$ cat config.mk
export PLATFORM = sky130hd
export DESIGN_NAME = regfile_2r1w_flat
export DESIGN_NICKNAME = d
export VERILOG_FILES = /design/src/rtl/regfile_pkg.sv /design/src/rtl/regfile_2r1w_if.sv /design/src/rtl/regfile_read_port.sv /design/src/rtl/regfile_2r1w.sv /design/src/flat_wrapper.sv
export SDC_FILE = /design/constraint.sdc
export NUM_CORES = 1
export LEC_CHECK = 0
export ABC_AREA = 1
export CORE_UTILIZATION = 61
export CTS_CLUSTER_SIZE = 16
export DETAILED_ROUTE_END_ITERATION = 6
export PLACE_DENSITY = 0.83
export SYNTH_ARGS = -nofsm -noshare
export SYNTH_HDL_FRONTEND = slang
export SYNTH_SLANG_ARGS = --single-unit
$ cat constraint.sdc
create_clock -name clk -period 12.1 [get_ports clk]
set_input_delay 1.815 -clock clk [delete_from_list [all_inputs] [get_ports clk]]
set_output_delay 1.815 -clock clk [all_outputs]
set_load 0.02 [all_outputs]
$ cat src/rtl/regfile_pkg.sv
// -----------------------------------------------------------------------------
// regfile_pkg
// Shared constants and types for the 2-read / 1-write register file.
//   RF_DATA_W / RF_DEPTH / RF_ADDR_W : default geometry (16 x 16-bit)
//   rf_clr_state_t                   : sweep-clear engine states, also used
//                                      by the decoder and the testbench
// Optional feature macro used by the register file: REGFILE_BYPASS_EN
// -----------------------------------------------------------------------------
package regfile_pkg;

   localparam int RF_DATA_W = 16;
   localparam int RF_DEPTH  = 16;
   localparam int RF_ADDR_W = 4;

   typedef enum logic {
      RF_IDLE  = 1'b0,
      RF_SWEEP = 1'b1
   } rf_clr_state_t;

endpackage

$ cat src/rtl/regfile_2r1w_if.sv
// -----------------------------------------------------------------------------
// regfile_2r1w_if
// Bundles the register-file access signals.
//   we, waddr, wdata      : write port (driven by master)
//   raddr1, raddr2        : read addresses (driven by master)
//   rdata1, rdata2        : registered read data (driven by slave)
//   clr_req               : sweep-clear start pulse (driven by master)
//   clr_busy, clr_done    : sweep status (driven by slave)
// Modports: master = core side, slave = register file.
// -----------------------------------------------------------------------------
interface regfile_2r1w_if
   import regfile_pkg::*;
#(
   parameter int DATA_W = RF_DATA_W,
   parameter int ADDR_W = RF_ADDR_W
);

   logic              we;
   logic [ADDR_W-1:0] waddr;
   logic [DATA_W-1:0] wdata;
   logic [ADDR_W-1:0] raddr1;
   logic [ADDR_W-1:0] raddr2;
   logic [DATA_W-1:0] rdata1;
   logic [DATA_W-1:0] rdata2;
   logic              clr_req;
   logic              clr_busy;
   logic              clr_done;

   modport master (
      output we, waddr, wdata, raddr1, raddr2, clr_req,
      input  rdata1, rdata2, clr_busy, clr_done
   );

   modport slave (
      input  we, waddr, wdata, raddr1, raddr2, clr_req,
      output rdata1, rdata2, clr_busy, clr_done
   );

endinterface

$ cat src/rtl/regfile_read_port.sv
// -----------------------------------------------------------------------------
// regfile_read_port
// One registered read port of the register file (1-cycle latency).
//   clk, rst   : clock, asynchronous active-high reset
//   clr_busy   : sweep in progress; read data is forced to zero
//   raddr      : read address
//   entry      : current storage contents at raddr (muxed by the parent)
//   we, waddr, wdata : write port, used only for write-first forwarding
//   rdata      : registered read data
// Parameters: DATA_W, ADDR_W, ZERO_REG (1 = entry 0 reads as zero).
// Macro REGFILE_BYPASS_EN: defined -> write-first forwarding of a same-cycle
// write to the same address; undefined -> read-first (old contents).
// -----------------------------------------------------------------------------
module regfile_read_port #(
   parameter int DATA_W   = 16,
   parameter int ADDR_W   = 4,
   parameter int ZERO_REG = 0
) (
   input  logic              clk,
   input  logic              rst,
   input  logic              clr_busy,
   input  logic [ADDR_W-1:0] raddr,
   input  logic [DATA_W-1:0] entry,
   input  logic              we,
   input  logic [ADDR_W-1:0] waddr,
   input  logic [DATA_W-1:0] wdata,
   output logic [DATA_W-1:0] rdata
);

   logic [DATA_W-1:0] next_data;
   logic              zero_hit;

   // A hard-zero entry never forwards, so it is checked before the bypass.
   assign zero_hit = (ZERO_REG != 0) && (raddr == '0);

`ifdef REGFILE_BYPASS_EN
   // Write-first: a write landing on the address being read this cycle is
   // returned directly instead of the stale array contents.
   always_comb begin
      next_data = entry;
      if (clr_busy || zero_hit) begin
         next_data = '0;
      end else if (we && (waddr == raddr)) begin
         next_data = wdata;
      end
   end
`else
   // Read-first: the array contents before this edge's write are returned.
   // The write-side inputs only matter for forwarding.
   logic unused_write_side;
   assign unused_write_side = ^{we, waddr, wdata};

   always_comb begin
      next_data = entry;
      if (clr_busy || zero_hit) begin
         next_data = '0;
      end
   end
`endif

   // Output register giving the one-cycle read latency.
   always_ff @(posedge clk or posedge rst) begin
      if (rst) begin
         rdata <= '0;
      end else begin
         rdata <= next_data;
      end
   end

endmodule

$ cat src/rtl/regfile_2r1w.sv
// -----------------------------------------------------------------------------
// regfile_2r1w
// General-purpose register file: two registered read ports, one clocked write
// port, optional hard-zero entry 0 and a one-entry-per-cycle sweep-clear.
//   clk  : core clock, rising edge
//   rst  : asynchronous, active-high reset (clears all state)
//   bus  : regfile_2r1w_if.slave (write port, read ports, clear handshake)
// Parameters: DATA_W, DEPTH (power of two), ADDR_W = log2(DEPTH), ZERO_REG.
// Macro REGFILE_BYPASS_EN selects write-first forwarding on same-address
// read/write (see regfile_read_port); undefined gives read-first behaviour.
// -----------------------------------------------------------------------------
module regfile_2r1w
   import regfile_pkg::*;
#(
   parameter int DATA_W   = RF_DATA_W,
   parameter int DEPTH    = RF_DEPTH,
   parameter int ADDR_W   = RF_ADDR_W,
   parameter int ZERO_REG = 0
) (
   input  logic            clk,
   input  logic            rst,
   regfile_2r1w_if.slave   bus
);

   localparam logic [ADDR_W-1:0] LAST_ENTRY = ADDR_W'(DEPTH - 1);

   logic [DATA_W-1:0] mem [DEPTH];

   rf_clr_state_t     state_q;
   rf_clr_state_t     state_d;
   logic [ADDR_W-1:0] ptr_q;
   logic [ADDR_W-1:0] ptr_d;

   logic              clr_busy;
   logic              write_ok;

   // Busy is a direct decode of the state register so that reset drops it
   // asynchronously; done marks the cycle that clears the last entry.
   assign clr_busy     = (state_q == RF_SWEEP);
   assign bus.clr_busy = clr_busy;
   assign bus.clr_done = clr_busy && (ptr_q == LAST_ENTRY);

   // Writes are blocked during a sweep, and entry 0 is read-only when it is
   // hard-wired to zero.
   assign write_ok = bus.we && !clr_busy &&
                     !((ZERO_REG != 0) && (bus.waddr == '0));

   // Sweep-clear state and pointer registers.
   always_ff @(posedge clk or posedge rst) begin
      if (rst) begin
         state_q <= RF_IDLE;
         ptr_q   <= '0;
      end else begin
         state_q <= state_d;
         ptr_q   <= ptr_d;
      end
   end

   // Sweep-clear next state: one entry per cycle, leaving after the last one.
   // The pointer wraps back to zero on that same exit edge; a clr_req seen
   // while sweeping is ignored.
   always_comb begin
      state_d = state_q;
      ptr_d   = ptr_q;
      case (state_q)
         RF_IDLE: begin
            if (bus.clr_req) begin
               state_d = RF_SWEEP;
               ptr_d   = '0;
            end
         end
         RF_SWEEP: begin
            ptr_d = ptr_q + ADDR_W'(1);
            if (ptr_q == LAST_ENTRY) begin
               state_d = RF_IDLE;
            end
         end
         default: begin
            state_d = RF_IDLE;
            ptr_d   = '0;
         end
      endcase
   end

   // Storage array. The sweep owns the array while busy; otherwise the write
   // port updates it. A write in the same cycle as clr_req still commits
   // because the sweep only starts on the following cycle.
   always_ff @(posedge clk or posedge rst) begin
      if (rst) begin
         for (int i = 0; i < DEPTH; i++) begin
            mem[i] <= '0;
         end
      end else if (clr_busy) begin
         mem[ptr_q] <= '0;
      end else if (write_ok) begin
         mem[bus.waddr] <= bus.wdata;
      end
   end

   regfile_read_port #(
      .DATA_W   (DATA_W),
      .ADDR_W   (ADDR_W),
      .ZERO_REG (ZERO_REG)
   ) u_read_port1 (
      .clk      (clk),
      .rst      (rst),
      .clr_busy (clr_busy),
      .raddr    (bus.raddr1),
      .entry    (mem[bus.raddr1]),
      .we       (bus.we),
      .waddr    (bus.waddr),
      .wdata    (bus.wdata),
      .rdata    (bus.rdata1)
   );

   regfile_read_port #(
      .DATA_W   (DATA_W),
      .ADDR_W   (ADDR_W),
      .ZERO_REG (ZERO_REG)
   ) u_read_port2 (
      .clk      (clk),
      .rst      (rst),
      .clr_busy (clr_busy),
      .raddr    (bus.raddr2),
      .entry    (mem[bus.raddr2]),
      .we       (bus.we),
      .waddr    (bus.waddr),
      .wdata    (bus.wdata),
      .rdata    (bus.rdata2)
   );

endmodule

$ cat src/flat_wrapper.sv
// flat-port wrapper written by rule: the top's interface ports become plain ports
module regfile_2r1w_flat import regfile_pkg::*;
#(
   parameter int DATA_W   = RF_DATA_W,
   parameter int DEPTH    = RF_DEPTH,
   parameter int ADDR_W   = RF_ADDR_W,
   parameter int ZERO_REG = 0
)
  (clk, rst, bus_we, bus_waddr, bus_wdata, bus_raddr1, bus_raddr2, bus_clr_req, bus_rdata1, bus_rdata2, bus_clr_busy, bus_clr_done);
  regfile_2r1w_if #(.DATA_W(DATA_W), .ADDR_W(ADDR_W)) bus_i ();
  input  logic clk;
  input  logic rst;
  input wire logic [$bits(bus_i.we)-1:0] bus_we;
  input wire logic [$bits(bus_i.waddr)-1:0] bus_waddr;
  input wire logic [$bits(bus_i.wdata)-1:0] bus_wdata;
  input wire logic [$bits(bus_i.raddr1)-1:0] bus_raddr1;
  input wire logic [$bits(bus_i.raddr2)-1:0] bus_raddr2;
  input wire logic [$bits(bus_i.clr_req)-1:0] bus_clr_req;
  output wire logic [$bits(bus_i.rdata1)-1:0] bus_rdata1;
  output wire logic [$bits(bus_i.rdata2)-1:0] bus_rdata2;
  output wire logic [$bits(bus_i.clr_busy)-1:0] bus_clr_busy;
  output wire logic [$bits(bus_i.clr_done)-1:0] bus_clr_done;
  assign bus_i.we = bus_we;
  assign bus_i.waddr = bus_waddr;
  assign bus_i.wdata = bus_wdata;
  assign bus_i.raddr1 = bus_raddr1;
  assign bus_i.raddr2 = bus_raddr2;
  assign bus_i.clr_req = bus_clr_req;
  assign bus_rdata1 = bus_i.rdata1;
  assign bus_rdata2 = bus_i.rdata2;
  assign bus_clr_busy = bus_i.clr_busy;
  assign bus_clr_done = bus_i.clr_done;
  regfile_2r1w #(.DATA_W(DATA_W), .DEPTH(DEPTH), .ADDR_W(ADDR_W), .ZERO_REG(ZERO_REG)) u_core (.clk(clk), .rst(rst), .bus(bus_i));
endmodule
==> flow_summary.json, run 1 <==
{
  "crit_arrival_ps": 2560,
  "synthCells": 2115,
  "powerDensity_nw_per_um2": 174.2,
  "ys_ff_latch": 293,
  "synth-edff-count": 0,
  "slew_viol_final": 0,
  "syn-mean-instance-area_um2": 7.443,
  "startpoint_type": "flop",
  "drive_gt1_share_pct": 5.160,
  "viasPerCell": 6.661,
  "cts_buffer_depth": 3,
  "crit_required_ps": 10280,
  "syn_area_um2": 15740,
  "skew_ps": 18.00,
  "maxCapViolCount": 0,
  "clk_latency_ps": 580,
  "syn2layout_area_growth_pct": 9.418,
  "rsz0062_at_grt": "false",
  "place_congestion": 1.001,
  "cts_setup_buffers": 0,
  "synth_seq_area_share_pct": 46.57,
  "drtAntennaViolNets": 0,
  "rrSetupSlack_ps": 9230,
  "status": "finished clean",
  "die_area_um2": 26450,
  "antenna_found_initial": 0,
  "syn-num-nets": 2153,
  "drt-total-wl_um": 54140,
  "htreeDepth": 1,
  "fmax_mhz": 228.8,
  "cp-end-kind": "primary output",
  "num-fill-cells": 2119,
  "ff_latch_area_um2": 7332,
  "grt_usage_pct": 41.59,
  "tightest_slew_ps": 1131,
  "ys_async_sr_fraction_pct": 100.0,
  "ys_top_cells_by_count": "nand2_1, nand3_1, dfrtp_1, inv_1, o22ai_1",
  "ys_warn_count": 0,
  "cts_tree": "built",
  "cts_resized": 0,
  "overflow": 0,
  "grt_pass1_wl_um": 84880,
  "power_uw": 3000,
  "design.core.area_um2": 25250,
  "vdd.ir_drop.worst_mv": 0.1701,
  "nNetsFinal": 2107,
  "netlist.area_leader.share_pct": 46.57,
  "drt_iter0_markers": 3006,
  "holdPathEnd": "u_core.mem[88]",
  "ys.flop_type": "dfrtp_1",
  "vias": 16139,
  "yosysUniqueCellTypes": 22,
  "holdBufCountCts": 0,
  "p_leak_uw": 0.008945,
  "min_from": "u_core.mem[88]",
  "hold_viol": 0,
  "grt_pass1_vias": 15698,
  "routed_wire_length_per_instance_um": 22.35,
  "dieHeight_um": 162.6,
  "hold_depth": 2,
  "clk_pin_slew_ps": 60,
  "portBuffers": 65,
  "relSlewSlack_pct": 24.38,
  "multi_input_area_um2": 6604,
  "setup_viol_count_final": 0,
  "crit_fanout": 47,
  "dpl.hpwl_um": 31710,
  "grt_max_degree": 153,
  "rows": 58,
  "yosys-top-cells-area": "dfrtp_1, nand3_1, nand2_1, o22ai_1, inv_1",
  "clock_sinks": 293,
  "die_width_um": 162.6,
  "diodes": 0,
  "r2r-start": "u_core.bus.clr_busy",
  "start_util_pct": 62.34,
  "root_buffer": "clkbuf_16",
  "path_class": "flop to primary output",
  "setup_tns_ps": 0,
  "synth_top_cell_by_area": "dfrtp_1",
  "cts_buffers": 31,
  "worst-r2r-cell-count": 7,
  "fin_crit_sh_pct": 36.13,
  "yosysMostFrequentCell": "nand2_1",
  "drc": 0,
  "firstDrtPassIters": 7,
  "ios": 66,
  "hold_class": "flop to flop",
  "r2r_end": "u_core.mem[174]",
  "finalCriticalPeriod_ps": 4372
}
layout make-up:
| type | instances | share of cell area [%] |
|---|---|---|
| Inverter | 297 | 6.545 |
| Tap cell | 330 | 2.397 |
| Clock inverter | 7 | 0.2397 |
| Timing Repair Buffer | 80 | 4.416 |
| Clock buffer | 50 | 5.499 |
| Sequential cell | 293 | 42.57 |
| Multi-Input combinational cell | 1366 | 38.34 |
cells in the final DEF (no fill, tap or decap), drive strengths merged, types with 12 or more instances in the layout:
cell / n
nand2: 576
nand3: 460
inv: 298
dfrtp: 293
o22ai: 241
clkdlybuf4s50: 61
clkbuf: 50
a21oi: 32
o21ai: 20
buf: 19
a22oi: 16
nor2: 12
sequential cells by signal, summed over array words and instances (netlist names):
register and count:
u_core.ptr_q 4, u_core.u_read_port2.rdata 16, u_core.mem 256, u_core.bus.clr_busy 1, u_core.u_read_port1.rdata 16
critical path: stages, from the launching register on:
cell and delay, ps:
dfrtp_1 320, buf_4 520, nand2_1 220, nor2_1 260, clkdlybuf4s50_1 660
power by group:
| group | internal (uW) | switching [uW] |
|---|---|---|
| sequential | 1140 | 59.1 |
| clock | 532 | 409 |
| combinational | 252 | 610 |
| total | 1920 | 1080 |
routing by layer:
layer / track usage, % / up-vias / routed length (um)
li1: - / 6892 / -
met1: 54.06 / 7449 / 19050
met2: 62.68 / 1471 / 23730
met3: 9.778 / 327 / 7467
met4: 26.59 / 0 / 3899
met5: 0 / - / 0
worst max path at each step:
stage	to	cells past startpoint	start
final	bus_clr_done	4	u_core.bus.clr_busy
after global placement	u_core.u_read_port1.rdata[7]	4	bus_raddr1[3]
after CTS	bus_clr_done	4	u_core.bus.clr_busy
after floorplan	u_core.bus.clr_busy	1	rst
after detailed placement	u_core.u_read_port1.rdata[7]	4	bus_raddr1[3]
after global routing	bus_clr_done	4	u_core.bus.clr_busy
metrics by stage:
stage	utilization (%)	cells	worst slack [ps]	instance area, um^2	hold slack [ps]
floorplan	-	2115	2194	15740	501.1
global placement	64.29	2366	7886	16240	511.7
detailed placement	64.29	2366	7860	16240	519.6
CTS	68.21	2423	7764	17230	534.8
global route	68.21	2423	7688	17230	553.0
finish	68.21	2423	7728	17230	536.7
cell families after synthesis:
kind of cell               Yosys count  share of synthesized area (%)
buffers and inverters              456                          11.48
DFF                                293                          46.57
and+or+nand+nor                   1051                          29.41
AOI/OAI and AO/OA                  309                          12.06
adders and majority gates            6                         0.4769
Note: power is estimated with default switching activity, not from simulation.
==> run 2, diff against run 1 <==
==> constraint.sdc (replaced) <==
create_clock -name clk -period 4.33 [get_ports clk]
set_input_delay 0.6495 -clock clk [delete_from_list [all_inputs] [get_ports clk]]
set_output_delay 0.6495 -clock clk [all_outputs]
set_load 0.02 [all_outputs]
==> run 2 against run 1 <==
The run now ends with design-rule violations left; largest power group unchanged; cell count up 0.62%; power rose to 2.9 times the previous value; global-route usage decreased by 0.50 points; critical path depth unchanged; via count shrank 1.0%; die area unchanged.
==> flow_summary.json, run 2 (synthesis results as in run 1) <==
{
  "status": "complete, but fails checks",
  "violations": "design-rule violations",
  "diodes": 0,
  "largest_reg_flops": 256,
  "fin_crit_sh_pct": 74.26,
  "place_congestion": 0.9326,
  "clk_pin_slew_ps": 60,
  "final_util_pct": 69.22,
  "cts_buffer_depth": 3,
  "path_cells": "buf_4 > nand2_1 > nor2_1 > clkdlybuf4s50_1",
  "fin_ws_ps": 1115,
  "skew_ps": 19.27,
  "grt_usage_pct": 41.09,
  "startpoint_type": "flop",
  "routed_wire_length_per_instance_um": 21.72,
  "num-fill-cells": 2027,
  "die_area_um2": 26450,
  "slew_viol_final": 0,
  "rsz0062_at_grt": "false",
  "drt_iter0_markers": 2399,
  "cp.buffers_inverters": 2,
  "hold_class": "primary input to async pin",
  "cp-end-kind": "primary output",
  "comb_power_share_pct": 27.1,
  "cts_buffers": 34,
  "die_width_um": 162.6,
  "cts_setup_buffers": 0,
  "reg.largest.list": "u_core.mem (256), u_core.u_read_port1.rdata (16), u_core.u_read_port2.rdata (16)",
  "dpl_cell_area_um2": 16310,
  "start_util_pct": 62.34,
  "crit_fanout": 46,
  "relSlewSlack_pct": 36.10,
  "dieHeight_um": 162.6,
  "clk_latency_ps": 520,
  "drc": 2,
  "setup_viol_count_final": 0,
  "layout_commonest_cell": "nand2_1",
  "seqPwrFrac_pct": 38.3,
  "crit_arrival_ps": 2570,
  "swShare_pct": 34.36,
  "powerDensity_nw_per_um2": 498.8,
  "final_cell_mix": "nand2_1, nand3_1, dfrtp_1",
  "ios": 66,
  "intPower_uw": 5724,
  "grt_pass1_wl_um": 83580,
  "nNetsFinal": 2120,
  "syn2layout_area_growth_pct": 11.04,
  "grt_max_degree": 161,
  "drt-total-wl_um": 52960,
  "dpl.hpwl_um": 31380,
  "switching_power_uw": 2996,
  "clkPwrFrac_pct": 34.6,
  "holdBufCountCts": 0,
  "critPathMaxStageDelay_ps": 670,
  "preCtsSetupSlack_ps": 1245,
  "tightest_slew_ps": 955.9,
  "crit_required_ps": 3680,
  "fin_area_um2": 17480,
  "drtAntennaViolNets": 0,
  "vdd.ir_drop.worst_mv": 0.4597,
  "hold_viol": 0,
  "finalCriticalPeriod_ps": 3215,
  "firstDrtPassIters": 7,
  "p_leak_uw": 0.009089,
  "cts_resized": 0,
  "antenna_found_initial": 0,
  "maxCapViolCount": 0,
  "clock_sinks": 293,
  "path_class": "flop to primary output",
  "grt_pass1_vias": 15511,
  "design.core.area_um2": 25250,
  "drive_gt1_share_pct": 6.025,
  "rows": 58,
  "overflow": 0,
  "critPathSlowestCell": "clkdlybuf4s50_1",
  "viasPerCell": 6.551,
  "root_buffer": "clkbuf_16",
  "cts_tree": "built",
  "portBuffers": 65,
  "htreeDepth": 2,
  "vias": 15971,
  "regMostFlops": "u_core.mem",
  "fmax_mhz": 311.0,
  "critPathTopFamily": "buffers and inverters"
}
## run 2: routing by layer
metal	global-route usage [%]	vias to the layer above	part of all wire [%]
met3	9.753	341	13
li1	-	6923	-
met2	59.98	1368	43
met4	29.40	0	7.7
met1	53.84	7339	36
met5	0	-	0
## run 2: area by class of cell
class                           count  area, um^2  share of cell area, %
Clock buffer                       48        1027                  5.876
Clock inverter                     14       145.1                 0.8303
Inverter                          297        1124                  6.428
Multi-Input combinational cell   1366        6604                  37.78
Sequential cell                   293        7332                  41.94
Tap cell                          330       412.9                  2.362
Timing Repair Buffer               90       835.8                  4.781
## run 2: worst paths after layout
kind / slack [ps] / startpoint / end / depth (start not counted)
worst max-delay path: 1110 / u_core.bus.clr_busy / bus_clr_done / 4
worst min-delay path: 470 / rst / u_core.mem[215] / 2
worst max register to register: 1750 / u_core.bus.clr_busy / u_core.mem[64] / 4
worst min register to register: 540 / u_core.mem[213] / u_core.mem[213] / 2
max in group asynchronous: 2690 / rst / u_core.mem[3] / 3
min in group clk: 540 / u_core.mem[213] / u_core.mem[213] / 2
## run 2: power by group through the flow
stage / clock (uW) / combinational [uW] / sequential [uW]
after CTS: 3000 / 2280 / 3330
after global routing: 3120 / 2570 / 3380
final: 3020 / 2360 / 3340
after detailed placement: 0 / 2270 / 3380
after floorplan: 0 / 1610 / 3400
after global placement: 0 / 2200 / 3360
## run 2: per-stage QoR
stage / TNS, ps / hold slack [ps] / power [uW] / cells
floorplan: -61130 / 501.1 / 5010 / 2115
global placement: 0 / 510.1 / 5558 / 2376
detailed placement: 0 / 522.9 / 5644 / 2376
CTS: 0 / 469.9 / 8621 / 2438
global route: 0 / 496.4 / 9066 / 2438
finish: 0 / 467.0 / 8720 / 2438
